==> src/rtl/pipe_ctrl_if.sv <==
// rtl/pipe_ctrl_if.sv - pipeline control bundle: hazard/redirect requests in, PC and stage-register controls out
// Optional PIPE_CTRL_IRQ_EN adds the interrupt request/acknowledge signals.
interface pipe_ctrl_if #(
    parameter int ADDR_W = 32
);
    logic              ex_jump_req_i;
    logic [ADDR_W-1:0] ex_jump_addr_i;
    logic [ADDR_W-1:0] ex_pc_i;
    logic              id_load_use_i;
    logic              div_busy_i;
    logic              mem_req_i;
    logic              mem_ack_i;
    logic              jump_ena_o;
    logic [ADDR_W-1:0] jump_addr_o;
    logic              hold_ena_o;
    logic              hold_if_id_o;
    logic              hold_id_ex_o;
    logic              hold_ex_mem_o;
    logic              flush_if_id_o;
    logic              flush_id_ex_o;
    logic              bus_err_o;
    logic [31:0]       stall_cnt_o;
`ifdef PIPE_CTRL_IRQ_EN
    logic              irq_i;
    logic [ADDR_W-1:0] irq_vec_i;
    logic              irq_ack_o;
    logic [ADDR_W-1:0] epc_o;

    modport master (
        output ex_jump_req_i, ex_jump_addr_i, ex_pc_i, id_load_use_i, div_busy_i,
               mem_req_i, mem_ack_i, irq_i, irq_vec_i,
        input  jump_ena_o, jump_addr_o, hold_ena_o, hold_if_id_o, hold_id_ex_o,
               hold_ex_mem_o, flush_if_id_o, flush_id_ex_o, bus_err_o, stall_cnt_o,
               irq_ack_o, epc_o
    );
    modport slave (
        input  ex_jump_req_i, ex_jump_addr_i, ex_pc_i, id_load_use_i, div_busy_i,
               mem_req_i, mem_ack_i, irq_i, irq_vec_i,
        output jump_ena_o, jump_addr_o, hold_ena_o, hold_if_id_o, hold_id_ex_o,
               hold_ex_mem_o, flush_if_id_o, flush_id_ex_o, bus_err_o, stall_cnt_o,
               irq_ack_o, epc_o
    );
`else
    modport master (
        output ex_jump_req_i, ex_jump_addr_i, ex_pc_i, id_load_use_i, div_busy_i,
               mem_req_i, mem_ack_i,
        input  jump_ena_o, jump_addr_o, hold_ena_o, hold_if_id_o, hold_id_ex_o,
               hold_ex_mem_o, flush_if_id_o, flush_id_ex_o, bus_err_o, stall_cnt_o
    );
    modport slave (
        input  ex_jump_req_i, ex_jump_addr_i, ex_pc_i, id_load_use_i, div_busy_i,
               mem_req_i, mem_ack_i,
        output jump_ena_o, jump_addr_o, hold_ena_o, hold_if_id_o, hold_id_ex_o,
               hold_ex_mem_o, flush_if_id_o, flush_id_ex_o, bus_err_o, stall_cnt_o
    );
`endif
endinterface

==> src/rtl/pipe_ctrl.sv <==
// rtl/pipe_ctrl.sv - pipeline redirect/stall arbiter with bus-wait timeout, post-redirect flush and stall counter
// Optional PIPE_CTRL_IRQ_EN adds interrupt redirect with EPC capture.
module pipe_ctrl #(
    parameter int ADDR_W       = 32,
    parameter int FLUSH_CYCLES = 1,
    parameter int MEM_TIMEOUT  = 255
) (
    input  logic       clk_100MHz,
    input  logic       arst_n,
    pipe_ctrl_if.slave bus
);
    typedef enum logic [1:0] {S_RUN, S_MEM_WAIT, S_FLUSH} state_t;

    localparam logic [15:0] TIMEOUT_VAL = 16'(MEM_TIMEOUT);
    localparam logic [2:0]  FLUSH_LOAD  = 3'(FLUSH_CYCLES - 1);
    localparam state_t      AFTER_REDIR = (FLUSH_CYCLES > 1) ? S_FLUSH : S_RUN;

    state_t      state, state_nx;
    logic [15:0] wait_cnt;
    logic [2:0]  flush_cnt;
    logic [31:0] stall_cnt;

    logic mem_new, timeout, wait_hold, stalled, issue_ok;
    logic take_div, take_jump, take_lu, take_irq, redirect;

    // wait_cnt counts the stalled cycles including the one that entered MEM_WAIT
    assign mem_new   = (state != S_MEM_WAIT) && bus.mem_req_i && !bus.mem_ack_i;
    assign timeout   = (state == S_MEM_WAIT) && !bus.mem_ack_i && (wait_cnt == TIMEOUT_VAL);
    assign wait_hold = (state == S_MEM_WAIT) && !bus.mem_ack_i && !timeout;
    assign stalled   = mem_new || wait_hold;
    // FLUSH cycles carry wrong-path requests, so nothing but the bus may act on them
    assign issue_ok  = !stalled && (state != S_FLUSH);
    assign take_div  = issue_ok && bus.div_busy_i;
    assign take_jump = issue_ok && bus.ex_jump_req_i && !bus.div_busy_i;
    assign take_lu   = issue_ok && bus.id_load_use_i && !bus.ex_jump_req_i && !bus.div_busy_i;
`ifdef PIPE_CTRL_IRQ_EN
    assign take_irq  = issue_ok && (state == S_RUN) && bus.irq_i && !bus.ex_jump_req_i
                       && !bus.div_busy_i && !bus.id_load_use_i;
`else
    assign take_irq  = 1'b0;
`endif
    assign redirect  = take_jump || take_irq;

    always_ff @(posedge clk_100MHz or negedge arst_n) begin
        if (!arst_n) state <= S_RUN;
        else         state <= state_nx;
    end

    always_comb begin
        state_nx = state;
        case (state)
            S_RUN, S_FLUSH: begin
                if (mem_new)                                 state_nx = S_MEM_WAIT;
                else if (redirect)                           state_nx = AFTER_REDIR;
                else if (state == S_FLUSH && flush_cnt <= 3'd1) state_nx = S_RUN;
            end
            S_MEM_WAIT: begin
                if (!wait_hold) state_nx = redirect ? AFTER_REDIR : S_RUN;
            end
            default: state_nx = S_RUN;
        endcase
    end

    always_comb begin
        bus.jump_ena_o    = 1'b0;
        bus.jump_addr_o   = '0;
        bus.hold_ena_o    = 1'b0;
        bus.hold_if_id_o  = 1'b0;
        bus.hold_id_ex_o  = 1'b0;
        bus.hold_ex_mem_o = 1'b0;
        bus.flush_if_id_o = 1'b0;
        bus.flush_id_ex_o = 1'b0;
        bus.bus_err_o     = timeout;
        if (stalled) begin
            bus.hold_ena_o    = 1'b1;
            bus.hold_if_id_o  = 1'b1;
            bus.hold_id_ex_o  = 1'b1;
            bus.hold_ex_mem_o = 1'b1;
        end else if (redirect) begin
            bus.jump_ena_o    = 1'b1;
            bus.flush_if_id_o = 1'b1;
            bus.flush_id_ex_o = 1'b1;
`ifdef PIPE_CTRL_IRQ_EN
            bus.jump_addr_o   = take_irq ? bus.irq_vec_i : bus.ex_jump_addr_i;
`else
            bus.jump_addr_o   = bus.ex_jump_addr_i;
`endif
        end else if (state == S_FLUSH) begin
            bus.flush_if_id_o = 1'b1;
            bus.flush_id_ex_o = 1'b1;
        end else if (take_div) begin
            bus.hold_ena_o    = 1'b1;
            bus.hold_if_id_o  = 1'b1;
            bus.hold_id_ex_o  = 1'b1;
        end else if (take_lu) begin
            bus.hold_ena_o    = 1'b1;
            bus.hold_if_id_o  = 1'b1;
            bus.flush_id_ex_o = 1'b1;
        end
    end

    always_ff @(posedge clk_100MHz or negedge arst_n) begin
        if (!arst_n) begin
            wait_cnt  <= '0;
            flush_cnt <= '0;
            stall_cnt <= '0;
        end else begin
            if (mem_new)        wait_cnt <= 16'd1;
            else if (wait_hold) wait_cnt <= wait_cnt + 16'd1;
            if (redirect)                                flush_cnt <= FLUSH_LOAD;
            else if (state == S_FLUSH && flush_cnt != 0) flush_cnt <= flush_cnt - 3'd1;
            if (bus.hold_ena_o && stall_cnt != 32'hFFFF_FFFF) stall_cnt <= stall_cnt + 32'd1;
        end
    end
    assign bus.stall_cnt_o = stall_cnt;

`ifdef PIPE_CTRL_IRQ_EN
    logic [ADDR_W-1:0] epc;
    always_ff @(posedge clk_100MHz or negedge arst_n) begin
        if (!arst_n)       epc <= '0;
        else if (take_irq) epc <= bus.ex_pc_i;
    end
    assign bus.epc_o     = epc;
    assign bus.irq_ack_o = take_irq;
`endif
endmodule
==> src/flat_wrapper.sv <==
// flat-port wrapper written by rule: the top's interface ports become plain ports
module pipe_ctrl_flat 
#(
    parameter int ADDR_W       = 32,
    parameter int FLUSH_CYCLES = 1,
    parameter int MEM_TIMEOUT  = 255
)
  (clk_100MHz, arst_n, bus_ex_jump_req_i, bus_ex_jump_addr_i, bus_ex_pc_i, bus_id_load_use_i, bus_div_busy_i, bus_mem_req_i, bus_mem_ack_i, bus_jump_ena_o, bus_jump_addr_o, bus_hold_ena_o, bus_hold_if_id_o, bus_hold_id_ex_o, bus_hold_ex_mem_o, bus_flush_if_id_o, bus_flush_id_ex_o, bus_bus_err_o, bus_stall_cnt_o);
  pipe_ctrl_if #(.ADDR_W(ADDR_W)) bus_i ();
  input  logic clk_100MHz;
  input  logic arst_n;
  input wire logic [$bits(bus_i.ex_jump_req_i)-1:0] bus_ex_jump_req_i;
  input wire logic [$bits(bus_i.ex_jump_addr_i)-1:0] bus_ex_jump_addr_i;
  input wire logic [$bits(bus_i.ex_pc_i)-1:0] bus_ex_pc_i;
  input wire logic [$bits(bus_i.id_load_use_i)-1:0] bus_id_load_use_i;
  input wire logic [$bits(bus_i.div_busy_i)-1:0] bus_div_busy_i;
  input wire logic [$bits(bus_i.mem_req_i)-1:0] bus_mem_req_i;
  input wire logic [$bits(bus_i.mem_ack_i)-1:0] bus_mem_ack_i;
  output wire logic [$bits(bus_i.jump_ena_o)-1:0] bus_jump_ena_o;
  output wire logic [$bits(bus_i.jump_addr_o)-1:0] bus_jump_addr_o;
  output wire logic [$bits(bus_i.hold_ena_o)-1:0] bus_hold_ena_o;
  output wire logic [$bits(bus_i.hold_if_id_o)-1:0] bus_hold_if_id_o;
  output wire logic [$bits(bus_i.hold_id_ex_o)-1:0] bus_hold_id_ex_o;
  output wire logic [$bits(bus_i.hold_ex_mem_o)-1:0] bus_hold_ex_mem_o;
  output wire logic [$bits(bus_i.flush_if_id_o)-1:0] bus_flush_if_id_o;
  output wire logic [$bits(bus_i.flush_id_ex_o)-1:0] bus_flush_id_ex_o;
  output wire logic [$bits(bus_i.bus_err_o)-1:0] bus_bus_err_o;
  output wire logic [$bits(bus_i.stall_cnt_o)-1:0] bus_stall_cnt_o;
  assign bus_i.ex_jump_req_i = bus_ex_jump_req_i;
  assign bus_i.ex_jump_addr_i = bus_ex_jump_addr_i;
  assign bus_i.ex_pc_i = bus_ex_pc_i;
  assign bus_i.id_load_use_i = bus_id_load_use_i;
  assign bus_i.div_busy_i = bus_div_busy_i;
  assign bus_i.mem_req_i = bus_mem_req_i;
  assign bus_i.mem_ack_i = bus_mem_ack_i;
  assign bus_jump_ena_o = bus_i.jump_ena_o;
  assign bus_jump_addr_o = bus_i.jump_addr_o;
  assign bus_hold_ena_o = bus_i.hold_ena_o;
  assign bus_hold_if_id_o = bus_i.hold_if_id_o;
  assign bus_hold_id_ex_o = bus_i.hold_id_ex_o;
  assign bus_hold_ex_mem_o = bus_i.hold_ex_mem_o;
  assign bus_flush_if_id_o = bus_i.flush_if_id_o;
  assign bus_flush_id_ex_o = bus_i.flush_id_ex_o;
  assign bus_bus_err_o = bus_i.bus_err_o;
  assign bus_stall_cnt_o = bus_i.stall_cnt_o;
  pipe_ctrl #(.ADDR_W(ADDR_W), .FLUSH_CYCLES(FLUSH_CYCLES), .MEM_TIMEOUT(MEM_TIMEOUT)) u_core (.clk_100MHz(clk_100MHz), .arst_n(arst_n), .bus(bus_i));
endmodule
==> config.mk <==
export PLATFORM = sky130hd
export DESIGN_NAME = pipe_ctrl_flat
export DESIGN_NICKNAME = d
export VERILOG_FILES = /design/src/rtl/pipe_ctrl_if.sv /design/src/rtl/pipe_ctrl.sv /design/src/flat_wrapper.sv
export SDC_FILE = /design/constraint.sdc
export NUM_CORES = 1
export LEC_CHECK = 0
export ABC_AREA = 1
export CAP_MARGIN = 0
export CELL_PAD_IN_SITES_DETAIL_PLACEMENT = 0
export CELL_PAD_IN_SITES_GLOBAL_PLACEMENT = 2
export CORE_MARGIN = 1
export CORE_UTILIZATION = 32
export DETAILED_ROUTE_END_ITERATION = 8
export DONT_BUFFER_PORTS = 1
export GPL_ROUTABILITY_DRIVEN = 0
export PLACE_DENSITY = 0.89
export SYNTH_ARGS = -nofsm -noshare
export SYNTH_HDL_FRONTEND = slang
export SYNTH_SLANG_ARGS = --single-unit
==> constraint.sdc <==
create_clock -name clk_100MHz -period 2.8 [get_ports clk_100MHz]
set_clock_uncertainty 0.2 [all_clocks]
set_input_delay 0.56 -clock clk_100MHz [delete_from_list [all_inputs] [get_ports clk_100MHz]]
set_output_delay 0.56 -clock clk_100MHz [all_outputs]
set_load 0.05 [all_outputs]
# Word-level counts from Yosys, hierarchy flattened
# Cells that the tools add are included.
# totals
ff_bits	53
latch_bits	0
ramBits	0
romBits	0
in_bits	71
output_inout_bits	72
wordCells	73
mem_count	0
# classes
addsub	3
n_mul	0
n_div	0
order_cmp	1
n_eq_ne	8
shift	0
n_mux	30
n_bitwise	0
reduce_logical	27
# ops
cell	n
$mux 32	2
$add 32x1->32 const B	1
$mux 16	2
$ne 32x32->1 const B	1
$mux 1	19
$add 16x1->16 const B	1
$eq 16x8->1 const B	1
$logic_and 1x1->1	15
$mux 2	4
$mux 3	2
$logic_not 1->1	5
$ne 2x2->1 const B	2
$ne 4x1->1 const B	1
$pmux 2 s2	1
$reduce_bool 2->1	2
$le 3x1->1 const B	1
$reduce_bool 3->1	1
$sub 3x1->3 const B	1
$eq 2x1->1 const B	1
$eq 2x2->1 const B	1
$logic_not 2->1	1
$ne 2x1->1 const B	1
$reduce_and 2->1	1
$reduce_or 2->1	1
$logic_or 1x1->1	1

# Longest topological paths before layout
# Gate-level depths: netlist (run 1).
# depth
word_depth	17
ltp_mapped	12
mapped_depth_nobuf	11

# Worst setup path after synthesis (run 1)
# No wires, ideal clock.
# synth_path
path_kind	reg2out
start	register u_core.wait_cnt[0]
end	output port bus_flush_id_ex_o
arrival_ps	2439
t_required_ps	2040
path_slack_ps	-399
path_stages_with_launch	10
n_path_buf	0
cell_sequence	dfrtp_1 ha_1 nand3_2 nor2_2 nand2_2 nand2_4 nand2_4 clkinv_2 nand2_1 a21oi_1
# synth_between
elab_chain_len	15
word_cells_on_any_way	18
classes_between	eq/ne: 1; mux: 5; reduce/logical: 12
# synth_rtl
item	line	text
start: declaration	pipe_ctrl.sv:19	logic [15:0] wait_cnt;
start signal: assignment	pipe_ctrl.sv:109	else if (wait_hold) wait_cnt <= wait_cnt + 16'd1;
$eq 16x8->1 *	pipe_ctrl.sv:28	assign timeout = (state == S_MEM_WAIT) && !bus.mem_ack_i && (wait_cnt == TIMEOUT_VAL);
$logic_and 1x1->1 *	pipe_ctrl.sv:28	
$logic_not 1->1 *	pipe_ctrl.sv:29	assign wait_hold = (state == S_MEM_WAIT) && !bus.mem_ack_i && !timeout;
$logic_and 1x1->1 *	pipe_ctrl.sv:29	
$logic_or 1x1->1 *	pipe_ctrl.sv:30	assign stalled = mem_new || wait_hold;
$logic_not 1->1	pipe_ctrl.sv:32	assign issue_ok = !stalled && (state != S_FLUSH);
$logic_and 1x1->1	pipe_ctrl.sv:32	
$logic_and 1x1->1 (3 in series)	pipe_ctrl.sv:35	assign take_lu = issue_ok && bus.id_load_use_i && !bus.ex_jump_req_i && !bus.div_busy_i;
$mux 1	pipe_ctrl.sv:95	end else if (take_lu) begin
$mux 1	pipe_ctrl.sv:91	end else if (take_div) begin
$mux 1	pipe_ctrl.sv:88	end else if (state == S_FLUSH) begin
$mux 1	pipe_ctrl.sv:79	end else if (redirect) begin
$mux 1 *	pipe_ctrl.sv:74	if (stalled) begin
end: declaration	flat_wrapper.sv:26	output wire logic [$bits(bus_i.flush_id_ex_o)-1:0] bus_flush_id_ex_o;
# Every way passes the cells marked *; elsewhere a longest branch is shown, timed or not.

# Worst setup path after layout (run 1)
# layout_path
start	register u_core.wait_cnt[0]
end	output port bus_jump_addr_o[15]
# layout_between
elab_chain_len	11
# layout_rtl
item	line	text
$eq 16x8->1 *	pipe_ctrl.sv:28	
$logic_and 1x1->1 *	pipe_ctrl.sv:28	
$logic_not 1->1 *	pipe_ctrl.sv:29	
$logic_and 1x1->1 *	pipe_ctrl.sv:29	
$logic_or 1x1->1 *	pipe_ctrl.sv:30	
$logic_not 1->1	pipe_ctrl.sv:32	
$logic_and 1x1->1	pipe_ctrl.sv:32	
$logic_and 1x1->1 (2 in series)	pipe_ctrl.sv:34	assign take_jump = issue_ok && bus.ex_jump_req_i && !bus.div_busy_i;
$mux 32	pipe_ctrl.sv:79	
$mux 32 *	pipe_ctrl.sv:74	
end: declaration	flat_wrapper.sv:20	output wire logic [$bits(bus_i.jump_addr_o)-1:0] bus_jump_addr_o;
# Marked as above.

==> results of run 1 <==
## cells by family (layout without fill, tap and decap cells)
logic type,Yosys count,after routing,share of synthesized area
buffers and inverters,83,172,0.102
and+or+nand+nor,397,397,0.487
adders and majority gates,2,2,0.00687
xor gates and xnor gates,17,17,0.0409
AOI/OAI and AO/OA,18,18,0.0258
DFF,49,49,0.337
## routing by layer
| layer | up-vias | GRT usage | share of wire |
|---|---|---|---|
| met5 | - | 0 | 0 |
| met1 | 1717 | 0.223 | 0.41 |
| met4 | 0 | 0.0444 | 0.0093 |
| met2 | 122 | 0.349 | 0.51 |
| met3 | 8 | 0.0448 | 0.068 |
| li1 | 1926 | - | - |
## layout make-up
class | instances | area (µm²) | area share
well taps | 140 | 175 | 0.0355
repair buffers | 99 | 980 | 0.198
clock inverters | 1 | 7.51 | 0.00152
multi-input cells | 434 | 2150 | 0.436
inverters | 66 | 259 | 0.0524
flip-flops and latches | 49 | 1230 | 0.248
clock buffers | 6 | 139 | 0.0281
## stage by stage
step	setup WS (ns)	util	TNS, ns
6_report	0.0126	0.450	0
5_1_grt	-0.0891	0.450	-1.41
4_1_cts	0.00228	0.427	0
3_5_place_dp	0.0920	0.395	0
3_3_place_gp	0.182	0.395	0
2_1_floorplan	-0.0929	-	-0.929
## critical path, delay by kind of cell (launching register included)
family,cells,cell delay [ns]
fa+ha+maj,1,0.17
buf+inv,3,0.43
flops,1,0.41
simple gates,7,0.72
## cells in the mapped netlist, drive strengths merged
master,number,area [µm²]
a21oi,2,10.0
a31o,1,8.76
buf,14,113
clkbuf,3,11.3
clkinv,1,5.00
dfrtp,49,1230
ha,2,25.0
inv,65,244
nand2,204,796
nand3,51,278
nand3b,13,97.6
nand4,14,103
nor2,107,459
nor3,8,40.0
o21ai,15,75.1
xnor2,6,52.6
xor2,11,96.3
## state kept, by name, indices dropped and copies added (netlist names)
register / cells
u_core.bus.stall_cnt_o: 32
u_core.state: 1
u_core.wait_cnt: 16
## how the worst min path moves through the flow
stage          cells after the start  slack [ns]                                    end
2_1_floorplan                      0        0.06  u_core.bus.stall_cnt_o[0]$_DFFE_PN0P_
3_3_place_gp                       0        0.07        u_core.wait_cnt[10]$_DFFE_PN0N_
3_5_place_dp                       0        0.07        u_core.wait_cnt[10]$_DFFE_PN0N_
4_1_cts                            3        0.33         u_core.wait_cnt[2]$_DFFE_PN0N_
5_1_grt                            3        0.36         u_core.wait_cnt[1]$_DFFE_PN0N_
6_report                           3        0.33         u_core.wait_cnt[2]$_DFFE_PN0N_
## power by group through the flow
stage	Clock, W	Sequential [W]	Combinational, W
2_1_floorplan	0	0.00104	0.000418
3_3_place_gp	0	0.000901	0.000759
3_5_place_dp	0	0.000905	0.000774
4_1_cts	0.000642	0.000893	0.000842
5_1_grt	0.000666	0.000912	0.000978
6_report	0.000626	0.000894	0.000898
## timing repair
| item | in CTS | in global routing |
|---|---|---|
| hold endpoints to repair | 49 | 0 |
| gates cloned | 1 | 1 |
| pin swaps | 3 | 3 |
| hold buffers | 2 | 0 |
| setup endpoints to repair | 34 | 32 |
| setup buffers | 10 | 7 |
| resized for setup | 15 | 48 |
==> key figures, run 1 <==
Floorplanning
  • Rows: 38
  • Die X: 109 µm
  • Core ar.: 0.0110 mm²
  • Total die area: 0.0118 mm²
  • Die Y: 109 µm
  • Starting Density: 0.331
  • I/O Pins: 143

Routing
  • Vias: 3773
  • Vias per cell: 4.75
  • Final ANT Viol Nets: 0
  • WL/cell: 13.9 µm
  • Drt pass-1 iters: 4
  • DR iter-0 viols: 125
  • DRC: 0
  • Routed WL: 11000 µm

Placement
  • DP Area: 0.00433 mm²
  • HPWL Detailed: 8030 µm
  • Inst Count DP: 767
  • # port buffers: 0

Critical path
  • Critical path arrival: 2.03 ns
  • Worst R2R Setup Slack: 0.31 ns
  • Req. time, crit path: 2.04 ns
  • Crit path kind: reg -> out
  • Critical Path Fanout Max: 10
  • Cells on worst reg2reg path: 12
  • CP max-delay cell: dfrtp_1
  • CP Launch Point: u_core.wait_cnt[0]$_DFFE_PN0N_
  • Crit path to: bus_jump_addr_o[15]
  • Startpoint Class: flop
  • R2R Path End: u_core.bus.stall_cnt_o[25]$_DFFE_PN0P_
  • CP Capture Type: primary output
  • Crit path largest cell delay: 0.41 ns
  • Crit-path cells: ha_4 -> nand3_4 -> nor2_4 -> nand2_2 -> nand2_4 -> nand2_4 -> inv_8 -> nand3_4 -> buf_8 -> nor2_1 -> buf_6
  • RR Startpoint: u_core.wait_cnt[0]$_DFFE_PN0N_

Synthesis
  • Net count after synthesis: 639
  • Synthesis Warnings: 0
  • Cell variety after synth: 26
  • Cells after Synth: 566
  • Syn Area/Cell: 6.43 µm²
  • Seq/Total Area, Yosys: 0.337
  • Synthesized cell area: 0.00364 mm²
  • FF+latch count, synth: 49

Pwr
  • Net Sw Power: 0.000958 W
  • Power Density: 489 mW/mm²
  • Sw Ratio: 0.396
  • Final Power: 0.00242 W
  • Leakage: 2.45 nW
  • Int Pwr: 0.00146 W
  • Clock power share: 0.259
  • Share of power burned in registers: 0.370
  • Combinational share of power: 0.371
  • VDD IR max: 0.227 mV

Finish
  • Commonest non-fill, non-tap cell in the layout: nand2_1
  • Fillers: 1116
  • Layout cells sized above 1: 0.237
  • ANT cells: 0
  • Area Growth Syn to Fin: 35.8%
  • Post-Layout Cell Count: 795
  • Final #Nets: 728
  • Final Cell Area: 0.00494 mm²
  • Commonest non-fill, non-tap cells in the layout: nand2_1 (197), nor2_1 (76), inv_1 (62)

Worst hold path
  • Hold wc startpoint: bus_mem_ack_i
  • Worst Hold Class: in -> reg

Global route
  • Initial antenna violation count: 0
  • Aggregate global-route resource usage: 0.190
  • Global-route wire length before repair: 17400 µm
  • Largest net degree at the start of global routing: 50
  • Vias in the first global route: 3536
  • GRT overflow: 0

Clock tree
  • Number of CTS-inserted buffers: 5
  • CTS Root Cell: clkbuf_16
  • Clk slew on worst S/H paths: 0.07 ns
  • Clock sink total: 49
  • Bufs on Longest Clock Path: 2
  • CTS tree: done
  • Worst-Skew Late Latency: 0.30 ns
  • # H-tree levels: 2

Outcome
  • Run status: finished clean

Timing
  • RSZ-0062 raised after global routing: true
  • Worst Max-Slew Pin Slew: 0.491 ns
  • Period utilisation layout: 0.995
  • Final Hold Viols: 0
  • Max_slew headroom: 0.670
  • Fmax: 359 MHz
  • Final period demand of the worst path: 2.79 ns
  • Pins over their slew limit: 0
  • Final hold slack: 0.330 ns
  • Setup violators final: 0

Flow run
  • Max Cap Viol: 0
Note: power is estimated with default switching activity, not from simulation.
==> run 2, diff against run 1 <==
Settings changed: CORE_ASPECT_RATIO set to 1.1, CORE_UTILIZATION 32 to 35, PLACE_DENSITY 0.89 to 0.95.
Clock period 2.8 ns to 3.35 ns, I/O delays scaled along.
==> run 2 against run 1 <==
The run now ends with hold timing left. Via count shrank 2.6%. Clock power shrank 40%. First-iteration DRC count grew 11%. Sequential share of layout area grew 3.3 points. Worst hold slack lost 0.34 ns. Combinational power shrank 29%. Global-route usage grew 0.21 points. Highest routed layer unchanged.
==> key figures, run 2 (synthesized netlist as in run 1, its figures left out) <==
Floorplanning
  • Starting Density: 0.365 (+0.0331)
  • Die Y: 109 µm (+0.28%)
  • Total die area: 0.0108 mm² (-8.4%)
  • I/O Pins: 143 (unchanged)
  • Die X: 99.2 µm (-8.7%)
  • Rows: 38 (unchanged)
  • Core ar.: 0.00998 mm² (-9.1%)

Finish
  • Register area: 0.00123 mm² (unchanged)
  • Area Growth Syn to Fin: 19.9%
  • Fillers: 1082 (-3.0%)
  • Commonest non-fill, non-tap cells in the layout: nand2_1 (198), nor2_1 (84), buf_4 (70)
  • Max reg flops: 32 (unchanged)
  • Final #Nets: 702 (-3.6%)
  • Commonest non-fill, non-tap cell in the layout: nand2_1
  • ANT cells: 0 (unchanged)
  • Layout cells sized above 1: 0.189 (-0.0478)
  • Post-Layout Cell Count: 750 (-5.7%)
  • Combined area of the multi-input logic cells: 0.00207 mm² (-3.9%)

Timing
  • Setup violators final: 0 (unchanged)
  • Max_slew headroom: 0.548 (-0.122)
  • Setup Total Neg Slack: 0 ns (unchanged)
  • Pins over their slew limit: 0 (unchanged)
  • RSZ-0062 raised after global routing: false
  • Fmax: 317 MHz
  • Final Hold Viols: 4 (+4)
  • Final hold slack: -0.00709 ns (-0.337 ns)
  • Period utilisation layout: 0.943
  • Worst Max-Slew Pin Slew: 0.675 ns (+0.184 ns)
  • Final period demand of the worst path: 3.16 ns

Routing
  • Final ANT Viol Nets: 0 (unchanged)
  • Met3 WL: 478 µm (-36%)
  • DR iter-0 viols: 139 (+11%)
  • WL/cell: 13.5 µm (-2.6%)
  • Vias: 3676 (-2.6%)
  • Max layer used: met4
  • Vias per cell: 4.90 (+3.3%)
  • Routed WL: 10100 µm (-8.1%)
  • WL met1: 4180 µm (-8.3%)
  • DRC: 0 (unchanged)
  • Routed wl met2: 5240 µm (-6.7%)
  • Drt pass-1 iters: 4 (unchanged)

Critical path
  • Req. time, crit path: 2.48 ns (+0.44 ns)
  • Crit path kind: reg -> out
  • CP Capture Type: primary output
  • Startpoint Class: flop
  • Critical Path Fanout Max: 17 (+7)
  • Critical path arrival: 2.29 ns (+0.26 ns)

Outcome
  • Run status: finished, violations left
  • Failing checks: hold timing

Placement
  • Inst Count DP: 739 (-3.7%)
  • # port buffers: 0 (unchanged)
  • HPWL Detailed: 7640 µm (-5.0%)

Pwr
  • Power Density: 403 mW/mm² (-18%)
  • Final Power: 0.00176 W (-27%)
  • VDD IR max: 0.196 mV (-14%)
  • Leakage: 2.24 nW (-8.5%)

Clock tree
  • CTS Root Cell: clkbuf_8
  • CTS tree: done
  • Number of CTS-inserted buffers: 5 (unchanged)
  • Bufs on Longest Clock Path: 2 (unchanged)
  • Clk slew on worst S/H paths: 0.10 ns (+0.03 ns)
  • # H-tree levels: 2 (unchanged)
  • Clock sink total: 49 (unchanged)
  • Worst-Skew Late Latency: 0.30 ns (about the same)

Worst hold path
  • Worst Hold Class: in -> async

Global route
  • Aggregate global-route resource usage: 0.192 (+0.00206)
  • Vias in the first global route: 3530 (-0.17%)
  • Initial antenna violation count: 0 (unchanged)
  • GRT overflow: 0 (unchanged)
  • Global-route wire length before repair: 16500 µm (-5.4%)
  • Largest net degree at the start of global routing: 50 (unchanged)

Flow run
  • Max Cap Viol: 0 (unchanged)
[run 2: layer usage]
metal / track usage / up-vias
met1: 0.212 / 1674
met2: 0.371 / 104
li1: - / 1882
met3: 0.0365 / 16
met5: 0 / -
met4: 0.0620 / 0
[run 2: area by class of cell]
cell class / instances / share of cell area
inverter: 66 / 0.0570
timing repair buffer: 72 / 0.131
sequential: 49 / 0.281
clock inverter: 2 / 0.00315
clock buffer: 6 / 0.0189
tap: 120 / 0.0344
multi-input combinational: 435 / 0.474
[run 2: worst max-delay path, cell delays in order, from the launching register on]
cell and delay, ns:
dfrtp_1 0.47, ha_4 0.21, nand3_2 0.11, nor2_2 0.16, nand2_2 0.10, nand2_4 0.13, nand2_4 0.06, clkinv_2 0.14
nand3_4 0.21, nor2_1 0.18, buf_4 0.22
[run 2: final timing paths]
path | slack, ns | cells past startpoint | endpoint | startpoint
setup reg to reg | 0.56 | 10 | u_core.bus.stall_cnt_o[1]$_DFFE_PN0P_ | u_core.bus.stall_cnt_o[1]$_DFFE_PN0P_
min in group clk_100MHz | 0.37 | 2 | u_core.wait_cnt[7]$_DFFE_PN0N_ | u_core.wait_cnt[7]$_DFFE_PN0N_
max in group asynchronous | 2.70 | 1 | u_core.bus.stall_cnt_o[31]$_DFFE_PN0P_ | arst_n
hold / removal | -0.007 | 1 | u_core.wait_cnt[13]$_DFFE_PN0N_ | arst_n
hold reg to reg | 0.37 | 2 | u_core.wait_cnt[7]$_DFFE_PN0N_ | u_core.wait_cnt[7]$_DFFE_PN0N_
setup / recovery | 0.19 | 10 | bus_jump_addr_o[1] | u_core.wait_cnt[0]$_DFFE_PN0N_
[run 2: timing repair]
item                                   in CTS  in global routing
pin swaps                                   0                  1
gates resized for setup                     1                  2
endpoints found under the hold margin      49                  0
setup endpoints to repair                  34                 34
cloned                                      1                  0
setup buffers                               0                  1
hold buffers                                1                  0
[run 2: power by group]
part	leakage, nW	switching, W	internal (W)
sequential	0.664	0.0000811	0.000666
combinational	1.53	0.000449	0.000190
clock	0.0512	0.000208	0.000168
[run 2: through the flow]
stage	setup slack, ns	util	area [µm²]
after floorplan	0.0408	-	3640
after global placement	0.304	0.420	4190
after detailed placement	0.198	0.420	4190
after CTS	0.0148	0.434	4330
after global routing	0.0334	0.437	4370
final	0.192	0.437	4370
==> run 3, diff against run 2 <==
Settings changed: HOLD_SLACK_MARGIN set to 0.02.
==> run 3 against run 2 <==
The run now ends clean. Utilization rose by 0.10 points. First-iteration DRC count shrank 5.8%. Flip-flop and latch count did not move. Cell count increased by 0.13%. Cell area grew 0.23%. Count of clock-buffer cells in the layout did not move. Fmax hardly changed. Critical endpoint unchanged. Largest cell class unchanged.
==> key figures, run 3 (synthesized netlist as in run 1, its figures left out) <==
Floorplanning
  • Die Y: 109 µm (unchanged)
  • I/O Pins: 143 (unchanged)
  • Total die area: 0.0108 mm² (unchanged)
  • Starting Density: 0.365 (unchanged)
  • Rows: 38 (unchanged)
  • Die X: 99.2 µm (unchanged)
  • Core ar.: 0.00998 mm² (unchanged)

Worst hold path
  • Worst Hold Class: reg -> reg

Timing
  • Final period demand of the worst path: 3.16 ns (-0.0000390 ns)
  • Fmax: 317 MHz (about the same)
  • Setup Total Neg Slack: 0 ns (unchanged)
  • Max_slew headroom: 0.544 (-0.00485)
  • Worst Max-Slew Pin Slew: 0.682 ns (+0.00725 ns)
  • RSZ-0062 raised after global routing: false
  • Setup violators final: 0 (unchanged)
  • Pins over their slew limit: 0 (unchanged)
  • Period utilisation layout: 0.943 (about the same)
  • Final hold slack: 0.367 ns (+0.374 ns)
  • Final Hold Viols: 0 (-4)

Routing
  • DRC: 0 (unchanged)
  • WL/cell: 13.4 µm (-0.52%)
  • Final ANT Viol Nets: 0 (unchanged)
  • Vias: 3676 (unchanged)
  • Vias per cell: 4.89 (-0.13%)
  • Routed WL: 10100 µm (-0.39%)
  • DR iter-0 viols: 131 (-5.8%)
  • Drt pass-1 iters: 4 (unchanged)

Pwr
  • Int Pwr: 0.00102 W (about the same)
  • Combinational share of power: 0.363 (about the same)
  • Clock power share: 0.214 (about the same)
  • Net Sw Power: 0.000739 W (+0.29%)
  • Power Density: 403 mW/mm² (about the same)
  • VDD IR max: 0.197 mV (+0.28%)
  • Share of power burned in registers: 0.423 (about the same)
  • Sw Ratio: 0.419 (+0.000540)
  • Leakage: 2.25 nW (+0.19%)

Critical path
  • Worst R2R Setup Slack: 0.58 ns (+0.02 ns)
  • Crit path to: bus_jump_addr_o[1]
  • Crit path kind: reg -> out
  • Crit-path cells: ha_4 -> nand3_2 -> nor2_2 -> nand2_2 -> nand2_4 -> nand2_4 -> clkinv_2 -> nand3_4 -> nor2_1 -> buf_4
  • Critical path arrival: 2.29 ns (about the same)
  • CP Launch Point: u_core.wait_cnt[0]$_DFFE_PN0N_
  • Startpoint Class: flop
  • Critical Path Fanout Max: 17 (unchanged)
  • RR Startpoint: u_core.bus.stall_cnt_o[1]$_DFFE_PN0P_
  • CP max-delay cell: dfrtp_1
  • CP most frequent cell: nand2_4
  • R2R Path End: u_core.bus.stall_cnt_o[1]$_DFFE_PN0P_
  • CP Capture Type: primary output
  • Cells on worst reg2reg path: 10 (unchanged)
  • Req. time, crit path: 2.48 ns (about the same)
  • Crit path largest cell delay: 0.47 ns (about the same)

Placement
  • Inst Count DP: 739 (unchanged)
  • DP Area: 0.00419 mm² (unchanged)
  • HPWL Detailed: 7640 µm (unchanged)
  • # port buffers: 0 (unchanged)

Clock tree
  • Worst-Skew Late Latency: 0.31 ns (about the same)
  • CTS Root Cell: clkbuf_8
  • Clock sink total: 49 (unchanged)
  • Number of CTS-inserted buffers: 5 (unchanged)
  • # H-tree levels: 2 (unchanged)
  • CTS tree: done
  • Bufs on Longest Clock Path: 2 (unchanged)
  • Clk slew on worst S/H paths: 0.10 ns (about the same)

Finish
  • Combined area of the multi-input logic cells: 0.00207 mm² (unchanged)
  • Register area: 0.00123 mm² (unchanged)
  • Area Growth Syn to Fin: 20.2%
  • Commonest non-fill, non-tap cell in the layout: nand2_1
  • Post-Layout Cell Count: 751 (+0.13%)
  • Final Cell Area: 0.00438 mm² (+0.23%)
  • Final #Nets: 703 (+0.14%)
  • ANT cells: 0 (unchanged)
  • Max reg flops: 32 (unchanged)
  • Fillers: 1081 (-0.092%)
  • Layout cells sized above 1: 0.189 (-0.000299)
  • Commonest non-fill, non-tap cells in the layout: nand2_1 (198), nor2_1 (84), buf_4 (70)

Flow run
  • Max Cap Viol: 0 (unchanged)

Global route
  • Initial antenna violation count: 0 (unchanged)
  • Global-route wire length before repair: 16500 µm (unchanged)
  • Aggregate global-route resource usage: 0.192 (unchanged)
  • GRT overflow: 0 (unchanged)
  • Vias in the first global route: 3536 (+0.17%)
  • Largest net degree at the start of global routing: 50 (unchanged)

Outcome
  • Run status: finished clean
==> run 3: cell types whose count changed in the layout (fill, tap and decap cells not counted), sizes merged <==
cell and change:
dlygate4sd3 +1
==> run 3: final cells by class <==
| cell class | instances | share of cell area |
|---|---|---|
| Sequential cell | 49 | 0.280 |
| Multi-Input combinational cell | 435 | 0.473 |
| Tap cell | 120 | 0.0343 |
| Inverter | 66 | 0.0569 |
| Timing Repair Buffer | 73 | 0.133 |
| Clock inverter | 2 | 0.00315 |
| Clock buffer | 6 | 0.0189 |
==> run 3: critical path: cells and delay by family (launching register included) <==
kind	cells	cell delay, ns
flip-flops	1	0.47
adder cells (fa/ha/maj)	1	0.21
buffers and inverters	2	0.36
AND/OR/NAND/NOR	7	0.95
==> run 3: worst min-delay path by stage <==
stage                                         from                                     to  depth (start not counted)
global route        u_core.wait_cnt[7]$_DFFE_PN0N_         u_core.wait_cnt[7]$_DFFE_PN0N_                          2
global placement                            arst_n        u_core.wait_cnt[10]$_DFFE_PN0N_                          0
finish              u_core.wait_cnt[7]$_DFFE_PN0N_         u_core.wait_cnt[7]$_DFFE_PN0N_                          2
CTS                 u_core.wait_cnt[7]$_DFFE_PN0N_         u_core.wait_cnt[7]$_DFFE_PN0N_                          2
detailed placement                          arst_n        u_core.wait_cnt[10]$_DFFE_PN0N_                          0
floorplan                                   arst_n  u_core.bus.stall_cnt_o[0]$_DFFE_PN0P_                          0
==> run 3: power groups by stage <==
stage	combinational, W	sequential [W]	clock, W
2_1_floorplan	0.000347	0.000870	0
3_3_place_gp	0.000606	0.000753	0
3_5_place_dp	0.000616	0.000756	0
4_1_cts	0.000640	0.000743	0.000401
5_1_grt	0.000706	0.000757	0.000422
6_report	0.000640	0.000747	0.000378
==> run 3: timing repair <==
| action | 4_1_cts | 5_1_grt |
|---|---|---|
| pin swaps | 0 | 1 |
| hold endpoints to repair | 49 | 0 |
| gates resized for setup | 1 | 2 |
| setup endpoints to repair | 34 | 34 |
| cloned | 1 | 0 |
| hold buffers | 2 | 0 |
| setup buffers | 0 | 1 |
==> run 3: layer usage <==
layer,track usage,part of all wire,vias to the layer above
met5,0,0,-
met4,0.0620,0.022,0
met3,0.0365,0.044,16
li1,-,-,1885
met1,0.212,0.42,1677
met2,0.371,0.52,98
==> run 3: per-stage QoR <==
stage	utilization	setup WS, ns	total power, W
floorplan	-	0.0408	0.00122
global placement	0.420	0.304	0.00136
detailed placement	0.420	0.198	0.00137
CTS	0.435	0.0148	0.00178
global route	0.438	0.0334	0.00189
finish	0.438	0.192	0.00176
